===== config.mk =====
export PLATFORM = sky130hd
export DESIGN_NAME = edge_interval_counter_flat
export DESIGN_NICKNAME = d
export VERILOG_FILES = /design/src/rtl/edge_interval_counter_pkg.sv /design/src/rtl/edge_interval_counter_if.sv /design/src/rtl/edge_interval_counter_rise_detect.sv /design/src/rtl/edge_interval_counter.sv /design/src/flat_wrapper.sv
export SDC_FILE = /design/constraint.sdc
export NUM_CORES = 1
export LEC_CHECK = 0
export CORE_AREA = 5 5 100 102
export DETAILED_ROUTE_END_ITERATION = 10
export DIE_AREA = 0 0 105 107
export GPL_TIMING_DRIVEN = 0
export PLACE_DENSITY = 0.7
export REMOVE_ABC_BUFFERS = 1
export SYNTH_ARGS = -nofsm -noshare
export SYNTH_HDL_FRONTEND = slang
export SYNTH_SLANG_ARGS = --single-unit

===== constraint.sdc =====
create_clock -name clk -period 7.7 [get_ports clk]
set_clock_uncertainty 0.2 [all_clocks]
set_input_delay 1.155 -clock clk [delete_from_list [all_inputs] [get_ports clk]]
set_output_delay 1.155 -clock clk [all_outputs]
set_load 0.02 [all_outputs]

===== src/rtl/edge_interval_counter_pkg.sv =====
// Shared types and defaults for the reciprocal period counter and its readout logic.
package edge_interval_counter_pkg;

  typedef enum logic {
    ST_IDLE  = 1'b0,
    ST_COUNT = 1'b1
  } state_t;

  localparam int DEFAULT_WIDTH     = 32;
  localparam int DEFAULT_N_PERIODS = 1;

  // Period index width; a single-period build still keeps a 1-bit index.
  function automatic int k_width(input int n_periods);
    return (n_periods > 1) ? $clog2(n_periods) : 1;
  endfunction

endpackage


===== src/rtl/edge_interval_counter_if.sv =====
// Result channel: saturated cycle count, overflow flag, valid/ready handshake, sticky overrun.
interface edge_interval_counter_if
  import edge_interval_counter_pkg::*;
#(
  parameter int WIDTH = DEFAULT_WIDTH
);

  logic [WIDTH-1:0] result;
  logic             result_ovf;
  logic             result_valid;
  logic             result_ready;
  logic             overrun;

  modport master (
    output result,
    output result_ovf,
    output result_valid,
    output overrun,
    input  result_ready
  );

  modport slave (
    input  result,
    input  result_ovf,
    input  result_valid,
    input  overrun,
    output result_ready
  );

endinterface


===== src/rtl/edge_interval_counter_rise_detect.sv =====
// Rising-edge detector on an already-synchronised input; the delay register runs every cycle.
module rise_detect (
  input  logic clk,
  input  logic rst_n,
  input  logic in,
  output logic rise
);

  logic edge_d;

  // NOTE: sequential state uses non-blocking assignments so every register samples pre-edge values.
  always_ff @(posedge clk or negedge rst_n) begin
    if (!rst_n) begin
      edge_d <= 1'b0;
    end else begin
      edge_d <= in;
    end
  end

  assign rise = in & ~edge_d;

endmodule


===== src/rtl/edge_interval_counter.sv =====
// Reciprocal period counter: counts clk cycles across N_PERIODS input periods and
// hands the saturated total to the readout side over a valid/ready channel.
module edge_interval_counter
  import edge_interval_counter_pkg::*;
#(
  parameter int WIDTH     = DEFAULT_WIDTH,
  parameter int N_PERIODS = DEFAULT_N_PERIODS
) (
  input  logic                    clk,
  input  logic                    rst_n,
  input  logic                    enable,
  input  logic                    edge_in,
  edge_interval_counter_if.master bus
);

  localparam int               KW      = k_width(N_PERIODS);
  localparam logic [KW-1:0]    K_LAST  = KW'(N_PERIODS - 1);
  localparam logic [WIDTH-1:0] CNT_MAX = '1;

  state_t           state;
  logic [WIDTH-1:0] cnt;
  logic [KW-1:0]    k;
  logic             ovf_acc;

  logic [WIDTH-1:0] result_q;
  logic             result_ovf_q;
  logic             valid_q;
  logic             overrun_q;

  logic             rise;
  logic [WIDTH:0]   cnt_sum;
  logic [WIDTH-1:0] cnt_sat;
  logic             closing;
  logic             accept_new;
  logic             close_ovf;

  rise_detect u_rise_detect (
    .clk  (clk),
    .rst_n(rst_n),
    .in   (edge_in),
    .rise (rise)
  );

  // One extra bit catches the wrap so the count pins at all-ones instead.
  assign cnt_sum    = {1'b0, cnt} + {{WIDTH{1'b0}}, 1'b1};
  assign cnt_sat    = cnt_sum[WIDTH] ? CNT_MAX : cnt_sum[WIDTH-1:0];
  assign closing    = (state == ST_COUNT) && rise && (k == K_LAST);
  assign accept_new = !valid_q || bus.result_ready;
  assign close_ovf  = ovf_acc | (cnt == CNT_MAX);

  // NOTE: every register, including the held result, is cleared by the async reset so nothing stale escapes.
  always_ff @(posedge clk or negedge rst_n) begin
    if (!rst_n) begin
      state        <= ST_IDLE;
      cnt          <= '0;
      k            <= '0;
      ovf_acc      <= 1'b0;
      result_q     <= '0;
      result_ovf_q <= 1'b0;
      valid_q      <= 1'b0;
      overrun_q    <= 1'b0;
    end else begin
      // Consumer side keeps running regardless of enable; a new load below overrides the drop.
      if (valid_q && bus.result_ready) begin
        valid_q <= 1'b0;
      end

      if (!enable) begin
        state     <= ST_IDLE;
        cnt       <= '0;
        k         <= '0;
        ovf_acc   <= 1'b0;
        overrun_q <= 1'b0;
      end else begin
        unique case (state)
          ST_IDLE: begin
            if (rise) begin
              state   <= ST_COUNT;
              cnt     <= '0;
              k       <= '0;
              ovf_acc <= 1'b0;
            end
          end

          ST_COUNT: begin
            if (closing) begin
              // The closing edge also opens the next window, so there is no dead time.
              cnt     <= '0;
              k       <= '0;
              ovf_acc <= 1'b0;
              if (accept_new) begin
                result_q     <= cnt_sat;
                result_ovf_q <= close_ovf;
                valid_q      <= 1'b1;
              end else begin
                overrun_q <= 1'b1;
              end
            end else begin
              cnt <= cnt_sat;
              if (cnt_sat == CNT_MAX) begin
                ovf_acc <= 1'b1;
              end
              if (rise) begin
                k <= k + KW'(1);
              end
            end
          end

          default: state <= ST_IDLE;
        endcase
      end
    end
  end

  assign bus.result       = result_q;
  assign bus.result_ovf   = result_ovf_q;
  assign bus.result_valid = valid_q;
  assign bus.overrun      = overrun_q;

endmodule

===== src/flat_wrapper.sv =====
// flat-port wrapper written by rule: the top's interface ports become plain ports
module edge_interval_counter_flat import edge_interval_counter_pkg::*;
#(
  parameter int WIDTH     = DEFAULT_WIDTH,
  parameter int N_PERIODS = DEFAULT_N_PERIODS
)
  (clk, rst_n, enable, edge_in, bus_result, bus_result_ovf, bus_result_valid, bus_overrun, bus_result_ready);
  edge_interval_counter_if #(.WIDTH(WIDTH)) bus_i ();
  input  logic clk;
  input  logic rst_n;
  input  logic enable;
  input  logic edge_in;
  output wire logic [$bits(bus_i.result)-1:0] bus_result;
  output wire logic [$bits(bus_i.result_ovf)-1:0] bus_result_ovf;
  output wire logic [$bits(bus_i.result_valid)-1:0] bus_result_valid;
  output wire logic [$bits(bus_i.overrun)-1:0] bus_overrun;
  input wire logic [$bits(bus_i.result_ready)-1:0] bus_result_ready;
  assign bus_result = bus_i.result;
  assign bus_result_ovf = bus_i.result_ovf;
  assign bus_result_valid = bus_i.result_valid;
  assign bus_overrun = bus_i.overrun;
  assign bus_i.result_ready = bus_result_ready;
  edge_interval_counter #(.WIDTH(WIDTH), .N_PERIODS(N_PERIODS)) u_core (.clk(clk), .rst_n(rst_n), .enable(enable), .edge_in(edge_in), .bus(bus_i));
endmodule

=== Word-level counts from Yosys, hierarchy flattened ===
Cells that the tools add are included.
W data, S select, Z words.

* Register bits: 71
* Input port bits: 5
* Output and inout bits: 35
* Logic and storage cells: 59

* $add $sub $neg: 2
* Eq/ne operators: 8
* Muxes and demuxes: 26
* Bitwise logic cells: 5
* Reductions and logical operators: 9

{| class="wikitable"
|+ Operators with widths
! kind !! number
|-
| $mux W32 || 4
|-
| $eq A32 B32 Y1 const B || 2
|-
| $pmux W32 S2 || 1
|-
| $add A32 B1 Y33 const B || 1
|-
| $mux W1 || 19
|-
| $ne A4 B4 Y1 const B || 2
|-
| $ne A2 B1 Y1 const B || 2
|-
| $pmux W1 S2 || 2
|-
| $reduce_and A2 Y1 || 2
|-
| $reduce_and A4 Y1 || 1
|-
| $logic_and A1 B1 Y1 || 3
|-
| $ne A3 B2 Y1 const B || 1
|-
| $not A1 Y1 || 3
|-
| $reduce_and A3 Y1 || 1
|-
| $ne A2 B2 Y1 const B || 1
|-
| $add A1 B1 Y1 const B || 1
|-
| $and A1 B1 Y1 || 1
|-
| $logic_not A1 Y1 || 1
|-
| $logic_or A1 B1 Y1 || 1
|-
| $or A1 B1 Y1 || 1
|}

=== Depth between registers and ports, before layout ===
Gate-level depths: netlist of the first run.

* Depth in word-level cells: 7
* Depth in mapped cells: 9
* Depth with buffers taken out: 8

=== Hierarchy ===
Synthesis of the first run repeated with hierarchy kept, for this count alone.

* Cells, all modules: 446
* Area total of the unflattened synthesis: 3,880.0 um^2

{| class="wikitable"
|+ By module, submodules not included
! module !! times used !! cells an instance !! area an instance (um^2) !! seq. area each (um^2)
|-
| edge_interval_counter || 1 || 444 || 3,841.2 || 1,751.7
|-
| rise_detect || 1 || 2 || 38.8 || 25.0
|}

=== Worst setup path before layout of the first run ===
No wires, ideal clock.

* Kind: reg-to-reg
* From: reg u_core.cnt[0]
* To: reg u_core.ovf_acc
* Setup time: 92 ps
* Arrival: 2,644 ps
* Required time: 7,408 ps
* Path slack: 4,764 ps
* Stages on the path, launching flop included: 10
* Path buffers: 2
* Period minus slack after synthesis: 2,936 ps
* Cell sequence: dfrtp_1 ha_1 buf_4 nand4_4 or3_4 or4_4 buf_6 a211o_1 a2111o_1 o31ai_2

* Word-level cells in the longest chain between the ends: 5

{| class="wikitable"
|+ RTL lines
! item !! RTL line !! text
|-
| start: declaration || edge_interval_counter.sv:21 || <nowiki>logic [WIDTH-1:0] cnt;</nowiki>
|-
| start signal: assignment || edge_interval_counter.sv:99 || <nowiki>cnt <= cnt_sat;</nowiki>
|-
| $add A32 B1 Y33 || edge_interval_counter.sv:45 || <nowiki>assign cnt_sum = {1'b0, cnt} + {{WIDTH{1'b0}}, 1'b1};</nowiki>
|-
| $mux W32 || edge_interval_counter.sv:46 || <nowiki>assign cnt_sat = cnt_sum[WIDTH] ? CNT_MAX : cnt_sum[WIDTH-1:0];</nowiki>
|-
| $eq A32 B32 Y1 || edge_interval_counter.sv:100 || <nowiki>if (cnt_sat == CNT_MAX) begin</nowiki>
|-
| $ne A4 B4 Y1 (no source line) || -- ||
|-
| $reduce_and A2 Y1 (no source line) || -- ||
|-
| end signal: assignment || edge_interval_counter.sv:57 || <nowiki>ovf_acc <= 1'b0;</nowiki>
|-
| end signal: assignment || edge_interval_counter.sv:72 || <nowiki>ovf_acc <= 1'b0;</nowiki>
|-
| end signal: assignment || edge_interval_counter.sv:101 || <nowiki>ovf_acc <= 1'b1;</nowiki>
|-
| end: declaration || edge_interval_counter.sv:23 || <nowiki>logic ovf_acc;</nowiki>
|}

No other way between the ends.
A chain may end at the register's enable or synchronous reset.

=== Worst setup path in the final report of the first run ===
Same ends and word-level chain as after synthesis.

==> run summary, run 1 <==
====================================================================================
Result of the run                                                       finished, final reports clean
Power Dens Cells                                                        197.6 nW/µm²
Global-route wire length before repair                                      17.01 mm
Worst setup slack after placement                                           3.784 ns
Peak Freq                                                                  261.0 MHz
Critical register-to-register path startpoint                           u_core.cnt[0]
Total leakage power                                                         1.850 nW
Final hold violation count                                                         0
Critical path destination                                               u_core.ovf_acc
Detailed Place HPWL                                                         6.755 mm
Number of antenna violations at the first check in global routing                  0
Most frequently used flop master after synthesis                        sky130_fd_sc_hd__dfrtp_1
Die height                                                                    107 µm
Cell taking the most area after synthesis                               sky130_fd_sc_hd__dfrtp_1
Worst min-delay path class                                              flop to flop
Startpoint of the most critical setup path                              u_core.cnt[0]
Aggregate routed wire length                                                9.971 mm
Fin cells                                                                        594
Synthesis warning total                                                            0
Count of different cell masters after synthesis                                   53
Cell depth of the worst flop-to-flop path                                          8
Width of the die                                                              105 µm
Class of the most critical setup path                                   flop to flop
Number of buffers added for setup after CTS                                        0
Sequential cell area fraction in the yosys report                             45.22%
Gate family responsible for the most delay along the worst path         simple AND/OR/NAND/NOR gates
Count of cells resized by post-cts repair                                          0
Site row count                                                                    35
Port bufs                                                                         39
Kind of start point of the critical path                                        flop
Total CTS buffers                                                                  9
Worst supply voltage drop on vdd                                          0.07632 mV
Slowest stage cell, crit path                                           sky130_fd_sc_hd__nor4_2
Slew Limit Fails                                                                   0
Average size of a mapped cell                                              8.635 µm²
Full die area                                                             11,240 µm²
Most numerous cell types in the synthesized netlist                     73 x sky130_fd_sc_hd__nand2_1, 71 x sky130_fd_sc_hd__dfrtp_1, 56 x sky130_fd_sc_hd__o21ai_0, 42 x sky130_fd_sc_hd__nor2_1, 21 x sky130_fd_sc_hd__clkbuf_1
Cell Area, Synth                                                            3929 µm²
Clock Sinks                                                                       71
Violation count after the first detailed-route iteration                         248
Critical Path, Cell by Cell                                             ha_1 > nand4_4 > or3_4 > nor4_2 > o21ai_1 > a2111oi_2 > nand4b_1 > o31ai_2
Number of primary I/O pins                                                        40
Via count                                                                      3,423
Global router's overall resource usage                                        18.63%
Number of nets with antenna violations after detailed routing                      0
Final routed wire length divided by cell count                              16.79 µm
Data arrival time of the critical path                                       3.90 ns
Area of the core                                                            9021 µm²
Element type at the critical path end                                           flop
Remaining design rule violation count                                              0
Initial core utilization                                                      43.55%
H-tree levels                                                                      3
Async S/R FF share, synth                                                     100.0%
Clock tree root driver cell                                             sky130_fd_sc_hd__clkbuf_8
Actual transition at the worst max-transition pin                           1.162 ns
Final critical-path setup slack                                             3.869 ns
Antenna diode instance count                                                       0
Minimum clock period after layout                                           3.831 ns
Final Core Density                                                            50.87%
Cells on Worst Hold Path                                                           2
Post-Syn Instances                                                               455
Capturing point of the worst reg2reg path                               u_core.ovf_acc
Post-route clock period utilization                                           49.76%
Post-layout net count                                                            484
Number of buffers inserted for hold repair after clock tree synthesis              0
Final setup violating endpoints                                                    0
Cell with the most instances after synthesis                            sky130_fd_sc_hd__nand2_1
Number of buffers on the longest clock path                                        2
Clock insertion delay at the later pin of the skew report                    0.36 ns
Count of flip-flops with a built-in enable after synthesis                         0
Top cells by area, synth                                                sky130_fd_sc_hd__dfrtp_1 45%, sky130_fd_sc_hd__o21ai_0 7.1%, sky130_fd_sc_hd__nand2_1 7.0%, sky130_fd_sc_hd__nor2_1 4.0%, sky130_fd_sc_hd__xnor2_1 3.3%
Number of global-route vias before repair                                      3,308
Cell count after placement                                                       578
Worst path bufs/invs                                                               0
RSZ-0062 raised after global routing                                           false
Worst reg2reg setup slack                                                    3.87 ns
Worst Hold Margin                                                          0.2818 ns
Maxcap violations                                                                  0
Clock tree from TritonCTS                                                       done
#FFs+latches synth                                                                71
Share of cells above drive strength 1                                         7.039%
Stages on the worst setup path                                                     8
Largest net degree at the start of global routing                                 72
Setup TNS                                                                       0 ns
Remaining global-route overflow                                                    0
Headroom to the max-slew limit                                                22.29%
Worst path required time                                                     7.77 ns
Last weighted congestion value of the routability-driven placer               0.9002
Critical path's largest stage delay                                          0.98 ns
Crit-path max FO                                                                  10
Via density per instance                                                       5.763
Iteration count of the initial detailed-routing pass                               5
Portion of synthesized cell area occupied by the leading cell type            45.22%
Growth of design area from synthesis to finish                                16.82%
Clock slew at reported path FFs                                              0.08 ns
====================================================================================
[sequential cells by signal (all words and copies together), names as in the netlist]
name and cells:
u_core.bus.overrun 1, u_core.bus.result_ovf 1, u_core.u_rise_detect.edge_d 1, u_core.state 1, u_core.k 1, u_core.bus.result 32
u_core.cnt 32, u_core.bus.result_valid 1, u_core.ovf_acc 1
[logic make-up after synthesis]
family	count (synthesis)	share of synthesized area (%)
simple gates	204	26.15
compound gates	115	17.99
flops	71	45.22
buf+inv	37	4.140
xor+xnor	22	4.905
mux	5	1.274
fa+ha+maj	1	0.3184
[worst min-delay path, delay by kind of cell (launching register included)]
| family | cells | cell delay [ns] |
|---|---|---|
| flip-flops | 1 | 0.35 |
| AND/OR/NAND/NOR | 2 | 0.10 |
[metal layers]
metal | GRT usage, % | share of wire, % | vias up
met1 | 26.38 | 47 | 1607
met2 | 28.15 | 45 | 119
met5 | 0 | 0 | -
met4 | 6.849 | 2.1 | 0
met3 | 3.853 | 5.9 | 25
li1 | - | - | 1672
[report_power, final]
part	total (W)	internal (W)	switching (W)
registers	0.000415	0.000400	0.0000152
clock network	0.000349	0.000199	0.000150
logic	0.000142	0.0000652	0.0000771
total	0.000907	0.000665	0.000242
[metrics by stage]
step	area [µm²]	power, W
after floorplan	3796	0.0004907
after global placement	4325	0.0005632
after detailed placement	4358	0.0005684
after CTS	4589	0.0009137
after global routing	4589	0.0009458
final	4589	0.0009067
[layout make-up]
type	count	area, µm²
tap	111	138.9
fill	844	4432
timing repair buffer	41	417.9
clock buffer	11	151.4
multi-input combinational	347	1994
sequential	71	1777
inverter	8	30.03
clock inverter	5	80.08
[worst min-delay path by stage]
stage | to | slack [ns] | startpoint
after CTS | u_core.bus.result_ovf | 0.28 | u_core.bus.result_ovf
final | u_core.bus.result_ovf | 0.28 | u_core.bus.result_ovf
after floorplan | u_core.bus.result_ovf | 0.28 | u_core.ovf_acc
after global placement | u_core.bus.result_ovf | 0.26 | u_core.bus.result_ovf
after detailed placement | u_core.bus.result_ovf | 0.26 | u_core.bus.result_ovf
after global routing | u_core.bus.result[7] | 0.31 | u_core.bus.result[7]
[cell usage in the layout, fill, tap and decap left out, types with 2 or more instances in the layout]
cell,n
sky130_fd_sc_hd__a21o_1,5
sky130_fd_sc_hd__a21oi_1,12
sky130_fd_sc_hd__a22o_1,7
sky130_fd_sc_hd__a22oi_1,2
sky130_fd_sc_hd__a31oi_1,16
sky130_fd_sc_hd__and2_1,4
sky130_fd_sc_hd__and3_1,7
sky130_fd_sc_hd__and4_1,4
sky130_fd_sc_hd__buf_8,2
sky130_fd_sc_hd__bufinv_16,2
sky130_fd_sc_hd__clkbuf_8,11
sky130_fd_sc_hd__clkdlybuf4s50_1,38
sky130_fd_sc_hd__clkinvlp_4,2
sky130_fd_sc_hd__dfrtp_1,71
sky130_fd_sc_hd__inv_1,8
sky130_fd_sc_hd__mux2i_1,5
sky130_fd_sc_hd__nand2_1,73
sky130_fd_sc_hd__nand2b_1,4
sky130_fd_sc_hd__nand3_1,18
sky130_fd_sc_hd__nand4_1,12
sky130_fd_sc_hd__nand4b_1,3
sky130_fd_sc_hd__nor2_1,41
sky130_fd_sc_hd__nor3_1,11
sky130_fd_sc_hd__nor4_1,7
sky130_fd_sc_hd__nor4_2,3
sky130_fd_sc_hd__o211ai_1,2
sky130_fd_sc_hd__o21ai_0,56
sky130_fd_sc_hd__o31a_1,2
sky130_fd_sc_hd__o31ai_1,2
sky130_fd_sc_hd__or2_2,2
sky130_fd_sc_hd__or3_1,4
sky130_fd_sc_hd__or4_1,2
sky130_fd_sc_hd__xnor2_1,15
sky130_fd_sc_hd__xor2_1,7
Power figures use the tool's default switching activity.
==> inputs of run 2 (changes only) <==
--- a/config.mk
+++ b/config.mk
@@ -9,7 +9,7 @@
 export DETAILED_ROUTE_END_ITERATION = 10
 export DIE_AREA = 0 0 105 107
 export GPL_TIMING_DRIVEN = 0
-export PLACE_DENSITY = 0.7
+export PLACE_DENSITY = 0.73
 export REMOVE_ABC_BUFFERS = 1
 export SYNTH_ARGS = -nofsm -noshare
 export SYNTH_HDL_FRONTEND = slang
==> constraint.sdc (replaced) <==
create_clock -name clk -period 3.5 [get_ports clk]
set_clock_uncertainty 0.2 [all_clocks]
set_input_delay 0.525 -clock clk [delete_from_list [all_inputs] [get_ports clk]]
set_output_delay 0.525 -clock clk [all_outputs]
set_load 0.02 [all_outputs]
==> run summary, run 2 (synthesis gave the netlist of run 1 again) <==
====================================================================================
Number of antenna violations at the first check in global routing                  0
Last weighted congestion value of the routability-driven placer               0.8936
Site row count                                                                    35
Number of global-route vias before repair                                      3,390
Number of nets with antenna violations after detailed routing                      0
Clock Sinks                                                                       71
Total CTS buffers                                                                  9
Commonest non-fill, non-tap cells in the layout                         73 x sky130_fd_sc_hd__nand2_1, 71 x sky130_fd_sc_hd__dfrtp_1, 56 x sky130_fd_sc_hd__o21ai_0
Data arrival time of the critical path                                       3.36 ns
Final routed wire length divided by cell count                              16.89 µm
Critical Path, Cell by Cell                                             ha_2 > nand4_4 > or3_4 > or4_1 > o31a_1 > o21ai_0 > nand4b_1 > o31ai_2
Aggregate routed wire length                                                10.07 mm
Crit-path max FO                                                                   9
Detailed Place HPWL                                                         6.869 mm
Clock slew at reported path FFs                                              0.07 ns
Width of the die                                                              105 µm
Initial core utilization                                                      43.55%
Number of buffers inserted for hold repair after clock tree synthesis              0
Number of primary I/O pins                                                        40
Power Dens Cells                                                        391.2 nW/µm²
Slew Limit Fails                                                                   0
Clock tree from TritonCTS                                                       done
Class of the most critical setup path                                   flop to flop
Maxcap violations                                                                  0
Worst path required time                                                     3.56 ns
Gate family responsible for the most delay along the worst path         simple AND/OR/NAND/NOR gates
Clock insertion delay at the later pin of the skew report                    0.35 ns
Clock tree root driver cell                                             sky130_fd_sc_hd__clkbuf_8
Area after detailed placement                                               4358 µm²
Element type at the critical path end                                           flop
Remaining design rule violation count                                              0
Final setup violating endpoints                                                    0
Remaining global-route overflow                                                    0
Worst min-delay path class                                              primary input to async pin
Setup TNS                                                                       0 ns
Violation count after the first detailed-route iteration                         342
RSZ-0062 raised after global routing                                           false
Via count                                                                      3,544
Fill count                                                                       870
Actual transition at the worst max-transition pin                           1.187 ns
Global-route wire length before repair                                      17.03 mm
Largest net degree at the start of global routing                                 72
Most common library cell in the layout ignoring fill and taps           sky130_fd_sc_hd__nand2_1
Via density per instance                                                       5.946
Area of the core                                                            9021 µm²
Result of the run                                                       finished, final reports clean
H-tree levels                                                                      3
Kind of start point of the critical path                                        flop
Slowest stage cell, crit path                                           sky130_fd_sc_hd__or4_1
Port bufs                                                                         39
Number of buffers on the longest clock path                                        2
Full die area                                                             11,240 µm²
Final hold violation count                                                         0
Total leakage power                                                         1.883 nW
Die height                                                                    107 µm
Peak Freq                                                                  302.9 MHz
Critical path's largest stage delay                                          0.66 ns
Worst supply voltage drop on vdd                                           0.1677 mV
Post-route cell area                                                        4567 µm²
Worst path bufs/invs                                                               0
Iteration count of the initial detailed-routing pass                               5
Share of cells above drive strength 1                                         6.804%
Minimum clock period after layout                                           3.302 ns
Growth of design area from synthesis to finish                                16.24%
Headroom to the max-slew limit                                                20.66%
Post-layout net count                                                            487
Global router's overall resource usage                                        18.47%
Final Core Density                                                            50.62%
Antenna diode instance count                                                       0
Overall power of the completed layout                                     0.001786 W
Post-route clock period utilization                                           94.34%
====================================================================================
==> run 2: cell count changes in the layout (fill, tap and decap cells not counted) <==
cell,previous run,this run
sky130_fd_sc_hd__nor4_4,0,3
sky130_fd_sc_hd__ha_2,0,1
sky130_fd_sc_hd__nor4_2,3,0
sky130_fd_sc_hd__clkbuf_1,0,4
sky130_fd_sc_hd__ha_1,1,0
sky130_fd_sc_hd__buf_4,1,4
sky130_fd_sc_hd__clkbuf_8,11,10
sky130_fd_sc_hd__clkinvlp_4,2,0
sky130_fd_sc_hd__bufinv_16,2,0
==> run 2: worst paths after layout <==
path	start	end	slack (ns)	cells after the start
max	u_core.cnt[0]	u_core.ovf_acc	0.20	8
max in group asynchronous	rst_n	u_core.bus.result[26]	2.42	1
max reg2reg	u_core.cnt[0]	u_core.ovf_acc	0.20	8
min reg2reg	u_core.bus.result_ovf	u_core.bus.result_ovf	0.27	2
min in group clk	u_core.bus.result_ovf	u_core.bus.result_ovf	0.27	2
min	rst_n	u_core.bus.result[3]	0.10	1
==> run 2: metal layers <==
metal / track usage, % / part of all wire, % / wire [µm]
met3: 2.529 / 5.7 / 571
met5: 0 / 0 / 0
met1: 26.24 / 47 / 4712
met4: 6.758 / 2.1 / 210
met2: 28.78 / 45 / 4569
==> run 2: power by group <==
part           internal [W]  total (W)  switching (W)
Sequential         0.000881   0.000913      0.0000317
Clock              0.000273   0.000560       0.000287
Combinational      0.000143   0.000313       0.000170
==> run 2: final cells by class <==
cell class / count / area (µm²) / share of cell area, %
clock buffer: 14 / 152.6 / 3.342
clock inverter: 1 / 5.005 / 0.1096
inverter: 8 / 30.03 / 0.6575
multi-input combinational: 347 / 2023 / 44.30
sequential: 71 / 1777 / 38.90
tap: 111 / 138.9 / 3.041
timing repair buffer: 44 / 440.4 / 9.644
==> run 2: what timing repair did <==
action	4_1_cts	5_1_grt
setup buffers	0	3
endpoints found under the setup margin	1	1
pin swaps	1	2
gates resized for setup	3	1
==> run 2: per-stage QoR <==
step | hold WS, ns | setup slack, ns | instances
2_1_floorplan | 0.02941 | 0.4879 | 426
3_3_place_gp | 0.2553 | -0.7414 | 576
3_5_place_dp | 0.2605 | -0.2979 | 578
4_1_cts | 0.1378 | 0.01116 | 593
5_1_grt | 0.1944 | 0.06601 | 596
6_report | 0.1006 | 0.1982 | 596
